--- src/rtl/npc_lsu_if.sv ---
// Interfaces for the LSU: the execute/write-back handshake and the data-memory bus.
// "master" is the side that issues the request; "slave" is the side that answers it.

interface npc_lsu_exu_if;
  logic        in_valid;
  logic        in_ready;
  logic        MemRd;
  logic        MemWr;
  logic [2:0]  MemOp;
  logic [31:0] addr;
  logic [31:0] wdata;
  logic        out_valid;
  logic        out_ready;
  logic [31:0] out_rdata;
  logic        out_err;

  modport master (
    output in_valid, MemRd, MemWr, MemOp, addr, wdata, out_ready,
    input  in_ready, out_valid, out_rdata, out_err
  );

  modport slave (
    input  in_valid, MemRd, MemWr, MemOp, addr, wdata, out_ready,
    output in_ready, out_valid, out_rdata, out_err
  );
endinterface

interface npc_lsu_mem_if;
  logic        mem_req;
  logic        mem_we;
  logic [31:0] mem_addr;
  logic [31:0] mem_wdata;
  logic [3:0]  mem_wmask;
  logic        mem_gnt;
  logic        mem_rvalid;
  logic [31:0] mem_rdata;

  modport master (
    output mem_req, mem_we, mem_addr, mem_wdata, mem_wmask,
    input  mem_gnt, mem_rvalid, mem_rdata
  );

  modport slave (
    input  mem_req, mem_we, mem_addr, mem_wdata, mem_wmask,
    output mem_gnt, mem_rvalid, mem_rdata
  );
endinterface

--- src/rtl/npc_lsu.sv ---
// Load/store unit: one outstanding request on a req/gnt/rvalid data bus, returning
// an aligned and extended load result (or an error) through a valid/ready handshake.

module npc_lsu #(
  parameter int TIMEOUT = 255,
  parameter int CNT_W   = 16
) (
  input  logic          clk,
  input  logic          rst,
  npc_lsu_exu_if.slave  exu,
  npc_lsu_mem_if.master mem
);

  typedef enum logic [1:0] {S_IDLE, S_REQ, S_WAIT, S_RESP} state_t;

  localparam logic [CNT_W-1:0] CNT_LAST = (TIMEOUT == 0) ? '0 : CNT_W'(TIMEOUT - 1);

  // Bad combination, illegal MemOp for the direction, or misaligned address.
  function automatic logic req_error(input logic rd, input logic wr,
                                     input logic [2:0] op, input logic [31:0] a);
    logic legal;
    logic misal;
    if (rd && wr) return 1'b1;
    if (!rd && !wr) return 1'b0;
    if (rd) legal = op inside {3'b000, 3'b001, 3'b010, 3'b100, 3'b101};
    else    legal = op inside {3'b000, 3'b001, 3'b010};
    misal = ((op[1:0] == 2'b01) && a[0]) || ((op[1:0] == 2'b10) && (a[1:0] != 2'b00));
    return !legal || misal;
  endfunction

  function automatic logic [3:0] store_mask(input logic [2:0] op, input logic [1:0] off);
    case (op[1:0])
      2'b00:   return 4'b0001 << off;
      2'b01:   return 4'b0011 << off;
      default: return 4'b1111;
    endcase
  endfunction

  function automatic logic [31:0] store_data(input logic [2:0] op, input logic [31:0] w);
    case (op[1:0])
      2'b00:   return {4{w[7:0]}};
      2'b01:   return {2{w[15:0]}};
      default: return w;
    endcase
  endfunction

  // Pick the addressed lane and extend it; op[2] selects zero-extension.
  function automatic logic [31:0] load_extend(input logic [2:0] op, input logic [1:0] off,
                                              input logic [31:0] word);
    logic signed [7:0]  b;
    logic signed [15:0] h;
    logic signed [31:0] r;
    case (off)
      2'd0:    b = word[7:0];
      2'd1:    b = word[15:8];
      2'd2:    b = word[23:16];
      default: b = word[31:24];
    endcase
    h = off[1] ? word[31:16] : word[15:0];
    case (op)
      3'b000:  r = 32'(b);
      3'b100:  r = {24'd0, b};
      3'b001:  r = 32'(h);
      3'b101:  r = {16'd0, h};
      default: r = word;
    endcase
    return r;
  endfunction

  state_t           state_q, state_d;
  logic [CNT_W-1:0] cnt_q;
  logic             accept;
  logic             acc_err;
  logic             acc_nop;
  logic             cnt_hit;

  logic [31:0]      addr_p0;
  logic [31:0]      wdata_p0;
  logic [2:0]       op_p0;
  logic             rd_p0;
  logic             wr_p0;

  logic [31:0]      rdata_p1;
  logic             err_p1;

  assign accept  = (state_q == S_IDLE) && exu.in_valid;
  assign acc_err = req_error(exu.MemRd, exu.MemWr, exu.MemOp, exu.addr);
  assign acc_nop = !exu.MemRd && !exu.MemWr;
  assign cnt_hit = (TIMEOUT != 0) && (cnt_q == CNT_LAST);

  always_ff @(posedge clk) begin
    if (rst) state_q <= S_IDLE;
    else     state_q <= state_d;
  end

  always_comb begin
    state_d = state_q;
    case (state_q)
      S_IDLE: if (accept) state_d = (acc_err || acc_nop) ? S_RESP : S_REQ;
      S_REQ:  if (mem.mem_gnt) state_d = wr_p0 ? S_RESP : S_WAIT;
      S_WAIT: if (mem.mem_rvalid || cnt_hit) state_d = S_RESP;
      S_RESP: if (exu.out_ready) state_d = S_IDLE;
      default: state_d = S_IDLE;
    endcase
  end

  // Outputs are gated by state so the data registers need no reset.
  always_comb begin
    exu.in_ready  = (state_q == S_IDLE);
    exu.out_valid = (state_q == S_RESP);
    exu.out_rdata = (state_q == S_RESP) ? rdata_p1 : 32'd0;
    exu.out_err   = (state_q == S_RESP) && err_p1;
    mem.mem_req   = (state_q == S_REQ);
    mem.mem_we    = (state_q == S_REQ) && wr_p0;
    mem.mem_addr  = (state_q == S_REQ) ? {addr_p0[31:2], 2'b00} : 32'd0;
    mem.mem_wdata = ((state_q == S_REQ) && wr_p0) ? store_data(op_p0, wdata_p0) : 32'd0;
    mem.mem_wmask = ((state_q == S_REQ) && wr_p0) ? store_mask(op_p0, addr_p0[1:0]) : 4'd0;
  end

  always_ff @(posedge clk) begin
    if (rst)                    cnt_q <= '0;
    else if (state_q == S_REQ)  cnt_q <= '0;
    else if (state_q == S_WAIT) cnt_q <= cnt_q + 1'b1;
  end

  // Stage p0: request captured at acceptance.
  always_ff @(posedge clk) begin
    if (accept) begin
      addr_p0  <= exu.addr;
      wdata_p0 <= exu.wdata;
      op_p0    <= exu.MemOp;
      rd_p0    <= exu.MemRd;
      wr_p0    <= exu.MemWr;
    end
  end

  // Stage p1: response word, preset at acceptance and overwritten by load completion.
  always_ff @(posedge clk) begin
    if (accept) begin
      rdata_p1 <= 32'd0;
      err_p1   <= acc_err;
    end else if (state_q == S_WAIT) begin
      if (mem.mem_rvalid) begin
        rdata_p1 <= load_extend(op_p0, addr_p0[1:0], mem.mem_rdata);
        err_p1   <= 1'b0;
      end else if (cnt_hit) begin
        rdata_p1 <= 32'd0;
        err_p1   <= 1'b1;
      end
    end
  end

endmodule

--- src/flat_wrapper.sv ---
// flat-port wrapper written by rule: the top's interface ports become plain ports
module npc_lsu_flat 
#(
  parameter int TIMEOUT = 255,
  parameter int CNT_W   = 16
)
  (clk, rst, exu_in_valid, exu_MemRd, exu_MemWr, exu_MemOp, exu_addr, exu_wdata, exu_out_ready, exu_in_ready, exu_out_valid, exu_out_rdata, exu_out_err, mem_mem_req, mem_mem_we, mem_mem_addr, mem_mem_wdata, mem_mem_wmask, mem_mem_gnt, mem_mem_rvalid, mem_mem_rdata);
  npc_lsu_exu_if exu_i ();
  npc_lsu_mem_if mem_i ();
  input  logic clk;
  input  logic rst;
  input wire logic [$bits(exu_i.in_valid)-1:0] exu_in_valid;
  input wire logic [$bits(exu_i.MemRd)-1:0] exu_MemRd;
  input wire logic [$bits(exu_i.MemWr)-1:0] exu_MemWr;
  input wire logic [$bits(exu_i.MemOp)-1:0] exu_MemOp;
  input wire logic [$bits(exu_i.addr)-1:0] exu_addr;
  input wire logic [$bits(exu_i.wdata)-1:0] exu_wdata;
  input wire logic [$bits(exu_i.out_ready)-1:0] exu_out_ready;
  output wire logic [$bits(exu_i.in_ready)-1:0] exu_in_ready;
  output wire logic [$bits(exu_i.out_valid)-1:0] exu_out_valid;
  output wire logic [$bits(exu_i.out_rdata)-1:0] exu_out_rdata;
  output wire logic [$bits(exu_i.out_err)-1:0] exu_out_err;
  output wire logic [$bits(mem_i.mem_req)-1:0] mem_mem_req;
  output wire logic [$bits(mem_i.mem_we)-1:0] mem_mem_we;
  output wire logic [$bits(mem_i.mem_addr)-1:0] mem_mem_addr;
  output wire logic [$bits(mem_i.mem_wdata)-1:0] mem_mem_wdata;
  output wire logic [$bits(mem_i.mem_wmask)-1:0] mem_mem_wmask;
  input wire logic [$bits(mem_i.mem_gnt)-1:0] mem_mem_gnt;
  input wire logic [$bits(mem_i.mem_rvalid)-1:0] mem_mem_rvalid;
  input wire logic [$bits(mem_i.mem_rdata)-1:0] mem_mem_rdata;
  assign exu_i.in_valid = exu_in_valid;
  assign exu_i.MemRd = exu_MemRd;
  assign exu_i.MemWr = exu_MemWr;
  assign exu_i.MemOp = exu_MemOp;
  assign exu_i.addr = exu_addr;
  assign exu_i.wdata = exu_wdata;
  assign exu_i.out_ready = exu_out_ready;
  assign exu_in_ready = exu_i.in_ready;
  assign exu_out_valid = exu_i.out_valid;
  assign exu_out_rdata = exu_i.out_rdata;
  assign exu_out_err = exu_i.out_err;
  assign mem_mem_req = mem_i.mem_req;
  assign mem_mem_we = mem_i.mem_we;
  assign mem_mem_addr = mem_i.mem_addr;
  assign mem_mem_wdata = mem_i.mem_wdata;
  assign mem_mem_wmask = mem_i.mem_wmask;
  assign mem_i.mem_gnt = mem_mem_gnt;
  assign mem_i.mem_rvalid = mem_mem_rvalid;
  assign mem_i.mem_rdata = mem_mem_rdata;
  npc_lsu #(.TIMEOUT(TIMEOUT), .CNT_W(CNT_W)) u_core (.clk(clk), .rst(rst), .exu(exu_i), .mem(mem_i));
endmodule
--- config.mk ---
export PLATFORM = sky130hd
export DESIGN_NAME = npc_lsu_flat
export DESIGN_NICKNAME = d
export VERILOG_FILES = /design/src/rtl/npc_lsu_if.sv /design/src/rtl/npc_lsu.sv /design/src/flat_wrapper.sv
export SDC_FILE = /design/constraint.sdc
export NUM_CORES = 1
export LEC_CHECK = 0
export CORE_ASPECT_RATIO = 1.2
export CORE_MARGIN = 2
export CORE_UTILIZATION = 44
export CTS_CLUSTER_SIZE = 16
export DETAILED_ROUTE_END_ITERATION = 8
export PLACE_DENSITY = 0.85
export REMOVE_ABC_BUFFERS = 1
export SETUP_SLACK_MARGIN = 0.2
export SLEW_MARGIN = 20
export SYNTH_ARGS = -nofsm -noshare
export SYNTH_HDL_FRONTEND = slang
export SYNTH_SLANG_ARGS = --single-unit
export TNS_END_PERCENT = 5
--- constraint.sdc ---
create_clock -name clk -period 5.47 [get_ports clk]
set_input_delay 1.3675 -clock clk [delete_from_list [all_inputs] [get_ports clk]]
set_output_delay 1.3675 -clock clk [all_outputs]
set_load 0.01 [all_outputs]
==> impl_metrics.toml, run 1 <==
[outcome]
status = "complete, no violations"

[layout]
layout_commonest_cell = "clkdlybuf4s50_1"
regArea_um2 = 3070
diodes = 0
fillers = 924
drive_gt1_share_pct = 6.54
multi_input_area_um2 = 2280
syn_to_final_growth_pct = 50.3
fin_cells = 898
layout_common_cells = "clkdlybuf4s50_1 (209), edfxtp_1 (69), and2_1 (63), dfxtp_1 (50), nor2_1 (42)"
layout.nets = 834

[global_route]
grt_overflow = 0
grt_use_total_pct = 24.3
grt_pass1_vias = 5048
grt_max_degree = 74
grt_pass1_wl_um = 25500
antenna_found_initial = 0

[detailed_routing]
maxUsedRoutingLayer = "met4"
vias = 4931
wl_per_cell_um = 18.8
wl_met1_um = 6400
ant_nets = 0
dr_wl_met3_um = 1600
firstDrtPassIters = 5
wl_um = 16900
dr_wl_met2_um = 8520
drt_iter0_markers = 279
vias_per_cell = 5.49
drc = 0

[pwr]
power.leakage_nw = 3.11
peakVddDrop_mv = 0.279
powerDensity_nw_per_um2 = 417

[yosys]
synth_top_family_by_area = "simple AND/OR/NAND/NOR gates"
post_synth.cell_area_avg_um2 = 10.7
synth_edf_count = 69
synth_fa_ha_area_share_pct = 1.35
synth-xor-area-share_pct = 1.42
yosysWarnings = 0
synth_seq_cells = 119
synth_seq_area_share_pct = 55.2
synth-simple-area-share_pct = 19.2
synthFlopType = "edfxtp_1"
synth_cells = 520
synth.mux.area_fraction_pct = 5.10
synthArstFlopShare_pct = 0
syn_area_um2 = 5570
synth_cell_types = 50
synth_compound_area_share_pct = 13.6

[clock_network]
clock_path_buffers = 2
holdBufCountCts = 0
cts_setup_buffers = 0
cts_tree = "done"
clock-sinks = 119
htree_levels = 4
cts_resized = 0
worstSkewPairLatency_ns = 0.42
cts-root-buf = "clkbuf_16"
clk_pin_slew_ns = 0.05
cts_buffers = 17

[placement]
place.gp.congestion = 0.960
placed_cells = 866
port_buffers = 209
hpwl_um = 11900

[floorplan]
core_um2 = 12500
die_height_um = 127
fp-row-count = 45
io_pins = 212
initial_utilization_pct = 44.6
die-width_um = 107
dieArea_um2 = 13600

[sta]
holdWs_ns = 0.462
max_freq_ghz = 0.240
finalHoldViolCount = 0
slew_viol_final = 0
tns_ns = 0
post-route-period-util_pct = 76.0
slew_headroom_pct = 30.1
worst_pin_slew_ns = 1.05
skew_ns = 0.00913
setup_viol = 0
min_period_ns = 4.16
rsz0062_at_grt = "no"

[setup_path]
cp.required_ns = 4.10
cp_max_fo = 15
critPathCaptureType = "output pin"
crit_path_start_kind = "flip-flop"
crit_type = "flip-flop to output pin"
cp.arrival_ns = 2.79

[job]
cap_violations = 0

[min_path]
hold_path.class = "flip-flop to flip-flop"
layer usage:
metal | track usage [%] | vias to the layer above
met2 | 41.9 | 284
met4 | 10.3 | 0
met1 | 27.8 | 2342
met3 | 7.91 | 27
li1 | - | 2278
met5 | 0 | -
cell usage after synthesis (2+ instances only):
| cell | count | area [µm²] |
|---|---|---|
| nand2_1 | 39 | 146 |
| a21oi_1 | 36 | 180 |
| and2_1 | 64 | 400 |
| o22ai_1 | 2 | 12.5 |
| o211ai_1 | 2 | 15.0 |
| nand4_1 | 4 | 25.0 |
| nor2_1 | 42 | 158 |
| buf_1 | 3 | 11.3 |
| xor2_1 | 3 | 26.3 |
| dfxtp_1 | 50 | 1000 |
| inv_1 | 16 | 60.1 |
| o2bb2ai_1 | 7 | 61.3 |
| a221oi_1 | 2 | 17.5 |
| and3_1 | 14 | 87.6 |
| ha_1 | 6 | 75.1 |
| or3_1 | 13 | 81.3 |
| buf_2 | 5 | 25.0 |
| or4_1 | 3 | 22.5 |
| edfxtp_1 | 69 | 2070 |
| nor3_1 | 8 | 40.0 |
| clkbuf_1 | 22 | 82.6 |
| nand2b_1 | 6 | 37.5 |
| o21ai_0 | 15 | 75.1 |
| buf_6 | 2 | 22.5 |
| o21a_1 | 3 | 22.5 |
| a22o_1 | 4 | 35.0 |
| mux2i_1 | 25 | 250 |
| xnor2_1 | 6 | 52.6 |
| nand3_1 | 6 | 30.0 |
| buf_4 | 2 | 15.0 |
| a221o_1 | 22 | 220 |
cells by family after synthesis:
logic type / after synthesis
buffers and inverters: 52
adders and majority gates: 6
other: 1
DFF: 119
xor gates and xnor gates: 9
and+or+nand+nor: 204
AOI/OAI and AO/OA: 102
muxes: 27
final timing paths:
path                                         start             endpoint  slack (ns)  cells after the start
worst min-delay path            u_core.rdata_p1[7]   u_core.rdata_p1[7]        0.46                      1
worst max register to register   u_core.state_q[0]  u_core.rdata_p1[30]        2.39                      6
worst min register to register  u_core.rdata_p1[7]   u_core.rdata_p1[7]        0.46                      1
worst max-delay path               u_core.op_p0[0]    mem_mem_wdata[14]        1.31                      6
critical path: stages (launching register included):
cell and delay [ns]:
edfxtp_1 0.72, buf_4 0.32, inv_1 0.12, nand2_1 0.31, nand2_1 0.10, a21oi_1 0.20
clkdlybuf4s50_1 0.59
cell type report:
| cell class | instances | share of cell area (%) |
|---|---|---|
| sequential | 119 | 36.7 |
| inverter | 18 | 0.807 |
| multi-input combinational | 350 | 27.3 |
| clock buffer | 18 | 5.13 |
| tap | 164 | 2.45 |
| timing repair buffer | 215 | 25.5 |
| clock inverter | 14 | 2.11 |
power by group:
part           internal [W]  switching, W
combinational      0.000495      0.000543
clock              0.000720      0.000425
sequential          0.00118      0.000122
flip-flops by register name, indices dropped and copies added, names as in the netlist:
| name | flops |
|---|---|
| u_core.cnt_q | 16 |
| u_core.addr_p0 | 32 |
| u_core.wdata_p0 | 32 |
| u_core.wr_p0 | 1 |
| u_core.rdata_p1 | 32 |
| u_core.err_p1 | 1 |
| u_core.state_q | 2 |
| u_core.op_p0 | 3 |
through the flow:
| step | utilization (%) | total power (W) | setup WS (ns) | instance area, µm² |
|---|---|---|---|---|
| global route | 67.0 | 0.00363 | 1.21 | 8370 |
| floorplan | - | 0.00182 | 1.24 | 5420 |
| finish | 67.0 | 0.00349 | 1.31 | 8370 |
| global placement | 62.1 | 0.00231 | 1.57 | 7760 |
| detailed placement | 62.1 | 0.00236 | 1.41 | 7760 |
| CTS | 66.9 | 0.00350 | 1.29 | 8370 |
No activity file was read; power rests on OpenSTA's default activity.
==> run 2, diff against run 1 <==
--- a/config.mk
+++ b/config.mk
@@ -7,10 +7,10 @@
 export LEC_CHECK = 0
 export CORE_ASPECT_RATIO = 1.2
 export CORE_MARGIN = 2
-export CORE_UTILIZATION = 44
+export CORE_UTILIZATION = 40
 export CTS_CLUSTER_SIZE = 16
 export DETAILED_ROUTE_END_ITERATION = 8
-export PLACE_DENSITY = 0.85
+export PLACE_DENSITY = 0.82
 export REMOVE_ABC_BUFFERS = 1
 export SETUP_SLACK_MARGIN = 0.2
 export SLEW_MARGIN = 20
==> constraint.sdc (replaced) <==
create_clock -name clk -period 3.8 [get_ports clk]
set_input_delay 0.95 -clock clk [delete_from_list [all_inputs] [get_ports clk]]
set_output_delay 0.95 -clock clk [all_outputs]
set_load 0.01 [all_outputs]
==> run 2 against run 1 <==
Against the previous run:
- final cell count grew 2.1%
- design area up 1.1%
- sequential share of layout area fell by 0.41 points
- register-to-register slack got worse by 1.0 ns
- clock power is 43% higher
- total power grew 44%
==> impl_metrics.toml, run 2 (same netlist as run 1, synthesis figures left out) <==
[global_route]
grt_pass1_wl_um = 26000
grt_max_degree = 41
antenna_found_initial = 0
grt_use_total_pct = 22.0
grt_pass1_vias = 5089
grt_overflow = 0

[sta]
max_freq_ghz = 0.303
holdWs_ns = 0.464
worst_slack_ns = 0.497
min_period_ns = 3.30
setup_viol = 0
slew_headroom_pct = 48.5
worst_pin_slew_ns = 0.771
slew_viol_final = 0
finalHoldViolCount = 0
skew_ns = 0.00854
rsz0062_at_grt = "no"
post-route-period-util_pct = 86.9

[layout]
reg_top3 = "u_core.addr_p0 x32, u_core.rdata_p1 x32, u_core.wdata_p0 x32"
layout_common_cells = "clkdlybuf4s50_1 (209), edfxtp_1 (69), and2_1 (63), dfxtp_1 (50), nor2_1 (42)"
regArea_um2 = 3070
fillers = 1093
layout.nets = 846
diodes = 0
fin_cells = 917
drive_gt1_share_pct = 8.04
syn_to_final_growth_pct = 52.0
layout_commonest_cell = "clkdlybuf4s50_1"
multi_input_area_um2 = 2280

[detailed_routing]
vias = 4863
drt_iter0_markers = 265
wl_per_cell_um = 18.1
wl_um = 16600
firstDrtPassIters = 5
vias_per_cell = 5.30
drc = 0
ant_nets = 0

[floorplan]
io_pins = 212
dieArea_um2 = 14900
die_height_um = 133
die-width_um = 112
core_um2 = 13700
initial_utilization_pct = 40.6
fp-row-count = 47

[pwr]
power.total_w = 0.00502
powerDensity_nw_per_um2 = 593
peakVddDrop_mv = 0.367
power.leakage_nw = 3.16

[placement]
place.gp.congestion = 0.831
placed_cells = 880
place_ws_ns = 0.647
port_buffers = 209
hpwl_um = 11900

[min_path]
hold_path.class = "flip-flop to flip-flop"

[job]
cap_violations = 0

[clock_network]
clock-sinks = 119
clk_pin_slew_ns = 0.06
cts_tree = "done"
worstSkewPairLatency_ns = 0.40
htree_levels = 4
cts_buffers = 17
holdBufCountCts = 0
cts-root-buf = "clkbuf_16"
clock_path_buffers = 2

[setup_path]
cp.required_ns = 2.85
cp_max_fo = 29
crit_path_start_kind = "flip-flop"
critPathCaptureType = "output pin"
cp.arrival_ns = 2.35
crit_type = "flip-flop to output pin"

[outcome]
status = "complete, no violations"
run 2: where the power goes:
part	leakage, nW	switching [W]	total, W	internal [W]
sequential	1.06	0.000152	0.00185	0.00170
combinational	1.82	0.000799	0.00154	0.000739
clock	0.286	0.000598	0.00163	0.00103
total	3.16	0.00155	0.00502	0.00347
run 2: timing repair:
action                                  in CTS  in global routing
pin swaps                                    0                  0
buffers inserted                             0                  5
gates resized for setup                      1                  0
endpoints found under the setup margin       1                  6
run 2: critical path, cell delays in order, from the launching register on:
cell             delay [ns]
dfxtp_1                0.35
inv_1                  0.09
ha_1                   0.32
nand2_1                0.08
buf_4                  0.25
a21oi_1                0.25
clkdlybuf4s50_1        0.59
run 2: final timing paths:
| path | start | to | slack [ns] | cells after the start |
|---|---|---|---|---|
| worst max-delay path | u_core.state_q[1] | mem_mem_wmask[3] | 0.50 | 6 |
| worst max register to register | u_core.state_q[0] | u_core.rdata_p1[10] | 1.37 | 6 |
| worst min-delay path | u_core.rdata_p1[6] | u_core.rdata_p1[6] | 0.46 | 1 |
| worst min register to register | u_core.rdata_p1[6] | u_core.rdata_p1[6] | 0.46 | 1 |
run 2: metrics by stage:
| stage | cell area, µm² | setup TNS [ns] | utilization (%) |
|---|---|---|---|
| after floorplan | 5420 | -0.374 | - |
| after global placement | 7820 | 0 | 57.1 |
| after detailed placement | 7820 | 0 | 57.1 |
| after CTS | 8430 | 0 | 61.5 |
| after global routing | 8470 | 0 | 61.8 |
| final | 8470 | 0 | 61.8 |
run 2: final cells by class:
type	instances	area share (%)
clock buffer	17	5.02
clock inverter	15	2.11
inverter	18	0.798
multi-input combinational	350	26.9
sequential	119	36.3
tap	171	2.53
timing repair buffer	227	26.3
run 2: routing by layer:
metal / global-route usage, % / part of all wire [%] / wire, µm / up-vias
met3: 6.92 / 7.9 / 1310 / 23
met5: 0 / 0 / 0 / -
met4: 8.02 / 1.8 / 299 / 0
li1: - / - / - / 2302
met2: 37.7 / 50 / 8300 / 229
met1: 25.9 / 40 / 6660 / 2309
==> run 3, diff against run 2 <==
--- a/config.mk
+++ b/config.mk
@@ -5,12 +5,11 @@
 export SDC_FILE = /design/constraint.sdc
 export NUM_CORES = 1
 export LEC_CHECK = 0
-export CORE_ASPECT_RATIO = 1.2
 export CORE_MARGIN = 2
-export CORE_UTILIZATION = 40
+export CORE_UTILIZATION = 48
 export CTS_CLUSTER_SIZE = 16
 export DETAILED_ROUTE_END_ITERATION = 8
-export PLACE_DENSITY = 0.82
+export PLACE_DENSITY = 0.91
 export REMOVE_ABC_BUFFERS = 1
 export SETUP_SLACK_MARGIN = 0.2
 export SLEW_MARGIN = 20
==> constraint.sdc (replaced) <==
create_clock -name clk -period 4.3 [get_ports clk]
set_input_delay 1.075 -clock clk [delete_from_list [all_inputs] [get_ports clk]]
set_output_delay 1.075 -clock clk [all_outputs]
set_load 0.01 [all_outputs]
==> run 3 against run 2 <==
Against the previous run:
- critical path depth down 2
- first-iteration DRC count up 23%
- non-clock buffer count down 7
- clock power down 13%
- sequential power down 11%
- via count up 1.9%
- global-route usage up 4.9 points
- clock-buffer cell count up 9
- total power down 12%
- die area down 16%
- design area down 1.1%
- clock skew about the same
==> impl_metrics.toml, run 3 (same netlist as run 1, synthesis figures left out) <==
[job]
cap_violations = 0

[placement]
place.gp.congestion = 0.852
port_buffers = 209
hpwl_um = 11900

[setup_path]
critPathCaptureType = "output pin"
crit_path_start_kind = "flip-flop"
rr_endpoint = "u_core.rdata_p1[20]"
cp_max_fo = 10
cp.required_ns = 3.22
reg2regPathDepth = 6
r2r-start = "u_core.state_q[0]"
crit_type = "flip-flop to output pin"
cp.arrival_ns = 2.67
rrSetupSlack_ns = 1.55

[pwr]
seqPwrFrac_pct = 37.4
powerDensity_nw_per_um2 = 526
power_frac_comb_pct = 30.5
power.total_w = 0.00440
intPower_w = 0.00307
power.leakage_nw = 3.14
switching_share_pct = 30.2
clkPwrFrac_pct = 32.1
switching_power_w = 0.00133
peakVddDrop_mv = 0.305

[floorplan]
io_pins = 212
core_um2 = 11400
dieArea_um2 = 12500
initial_utilization_pct = 49.0
fp-row-count = 39
die_height_um = 112
die-width_um = 112

[detailed_routing]
ant_nets = 0
wl_per_cell_um = 19.2
firstDrtPassIters = 7
drt_iter0_markers = 325
wl_um = 16900
vias = 4954
drc = 0
vias_per_cell = 5.62

[sta]
slew_headroom_pct = 36.4
rsz0062_at_grt = "no"
slew_viol_final = 0
setup_viol = 0
skew_ns = 0.00888
post-route-period-util_pct = 87.1
worst_pin_slew_ns = 0.954
finalHoldViolCount = 0
holdWs_ns = 0.456
tns_ns = 0
min_period_ns = 3.74
max_freq_ghz = 0.267

[global_route]
grt_max_degree = 73
grt_use_total_pct = 26.9
grt_overflow = 0
grt_pass1_vias = 5030
antenna_found_initial = 0
grt_pass1_wl_um = 26300

[clock_network]
cts_resized = 0
clock-sinks = 119
worstSkewPairLatency_ns = 0.41
htree_levels = 4
cts_buffers = 17
clk_pin_slew_ns = 0.05
holdBufCountCts = 0
cts_tree = "done"
clock_path_buffers = 2
cts-root-buf = "clkbuf_16"
cts_setup_buffers = 0

[min_path]
hold_path.class = "flip-flop to flip-flop"
min_to = "u_core.rdata_p1[5]"
min_from = "u_core.rdata_p1[5]"
min_path_cells = 1

[layout]
reg_top3 = "u_core.addr_p0 x32, u_core.rdata_p1 x32, u_core.wdata_p0 x32"
layout.nets = 839
layout_common_cells = "clkdlybuf4s50_1 (209), edfxtp_1 (69), and2_1 (63), dfxtp_1 (50), nor2_1 (42)"
syn_to_final_growth_pct = 50.3
drive_gt1_share_pct = 6.50
layout_commonest_cell = "clkdlybuf4s50_1"
diodes = 0

[outcome]
status = "complete, no violations"
-- run 3: cell count changes in the layout (fill, tap and decap cells not counted), moves of 2 or more --
cell	change
inv_6	-2
clkbuf_16	+3
clkbuf_1	+4
clkinv_4	-3
bufinv_16	-2
clkbuf_8	+2
clkinvlp_4	-4
buf_4	-7
-- run 3: how the worst max path moves through the flow --
stage          depth (start not counted)       startpoint  slack [ns]                  end
2_1_floorplan                          3     exu_in_valid        0.36  u_core.rdata_p1[10]
3_3_place_gp                           5   mem_mem_rvalid        1.00  u_core.rdata_p1[30]
3_5_place_dp                           5   mem_mem_rvalid        0.93  u_core.rdata_p1[25]
4_1_cts                                4  u_core.op_p0[0]        0.52    mem_mem_wdata[11]
5_1_grt                                6  u_core.op_p0[1]        0.39    mem_mem_wdata[11]
6_report                               4  u_core.op_p0[0]        0.56    mem_mem_wdata[11]
-- run 3: area by class of cell --
cell class	instances	area, µm²
clock inverter	6	56.3
timing repair buffer	220	2170
sequential	119	3070
clock buffer	26	543
fill	760	3000
inverter	18	67.6
multi-input combinational	350	2280
tap	143	179
-- run 3: power groups by stage --
stage	logic [W]	clock network (W)	registers, W
2_1_floorplan	0.000675	0	0.00164
3_3_place_gp	0.00129	0	0.00165
3_5_place_dp	0.00133	0	0.00166
4_1_cts	0.00135	0.00142	0.00164
5_1_grt	0.00144	0.00148	0.00167
6_report	0.00134	0.00141	0.00165
-- run 3: through the flow --
step | instance area [µm²] | util [%] | setup slack, ns | instances
2_1_floorplan | 5420 | - | 0.358 | 487
3_3_place_gp | 7770 | 68.4 | 1.00 | 850
3_5_place_dp | 7770 | 68.4 | 0.926 | 850
4_1_cts | 8370 | 73.6 | 0.523 | 882
5_1_grt | 8370 | 73.6 | 0.393 | 882
6_report | 8370 | 73.6 | 0.556 | 882
-- run 3: routing by layer --
layer | vias to the layer above | track usage [%] | wire [µm]
li1 | 2285 | - | -
met3 | 28 | 8.71 | 1650
met5 | - | 0 | 0
met2 | 297 | 47.1 | 8580
met1 | 2344 | 31.3 | 6450
met4 | 0 | 8.89 | 264
-- run 3: critical path: stages, from the launching register on --
cell	delay (ns)
edfxtp_1	0.59
nor2_1	0.65
nand2_1	0.16
a21oi_1	0.24
clkdlybuf4s50_1	0.62
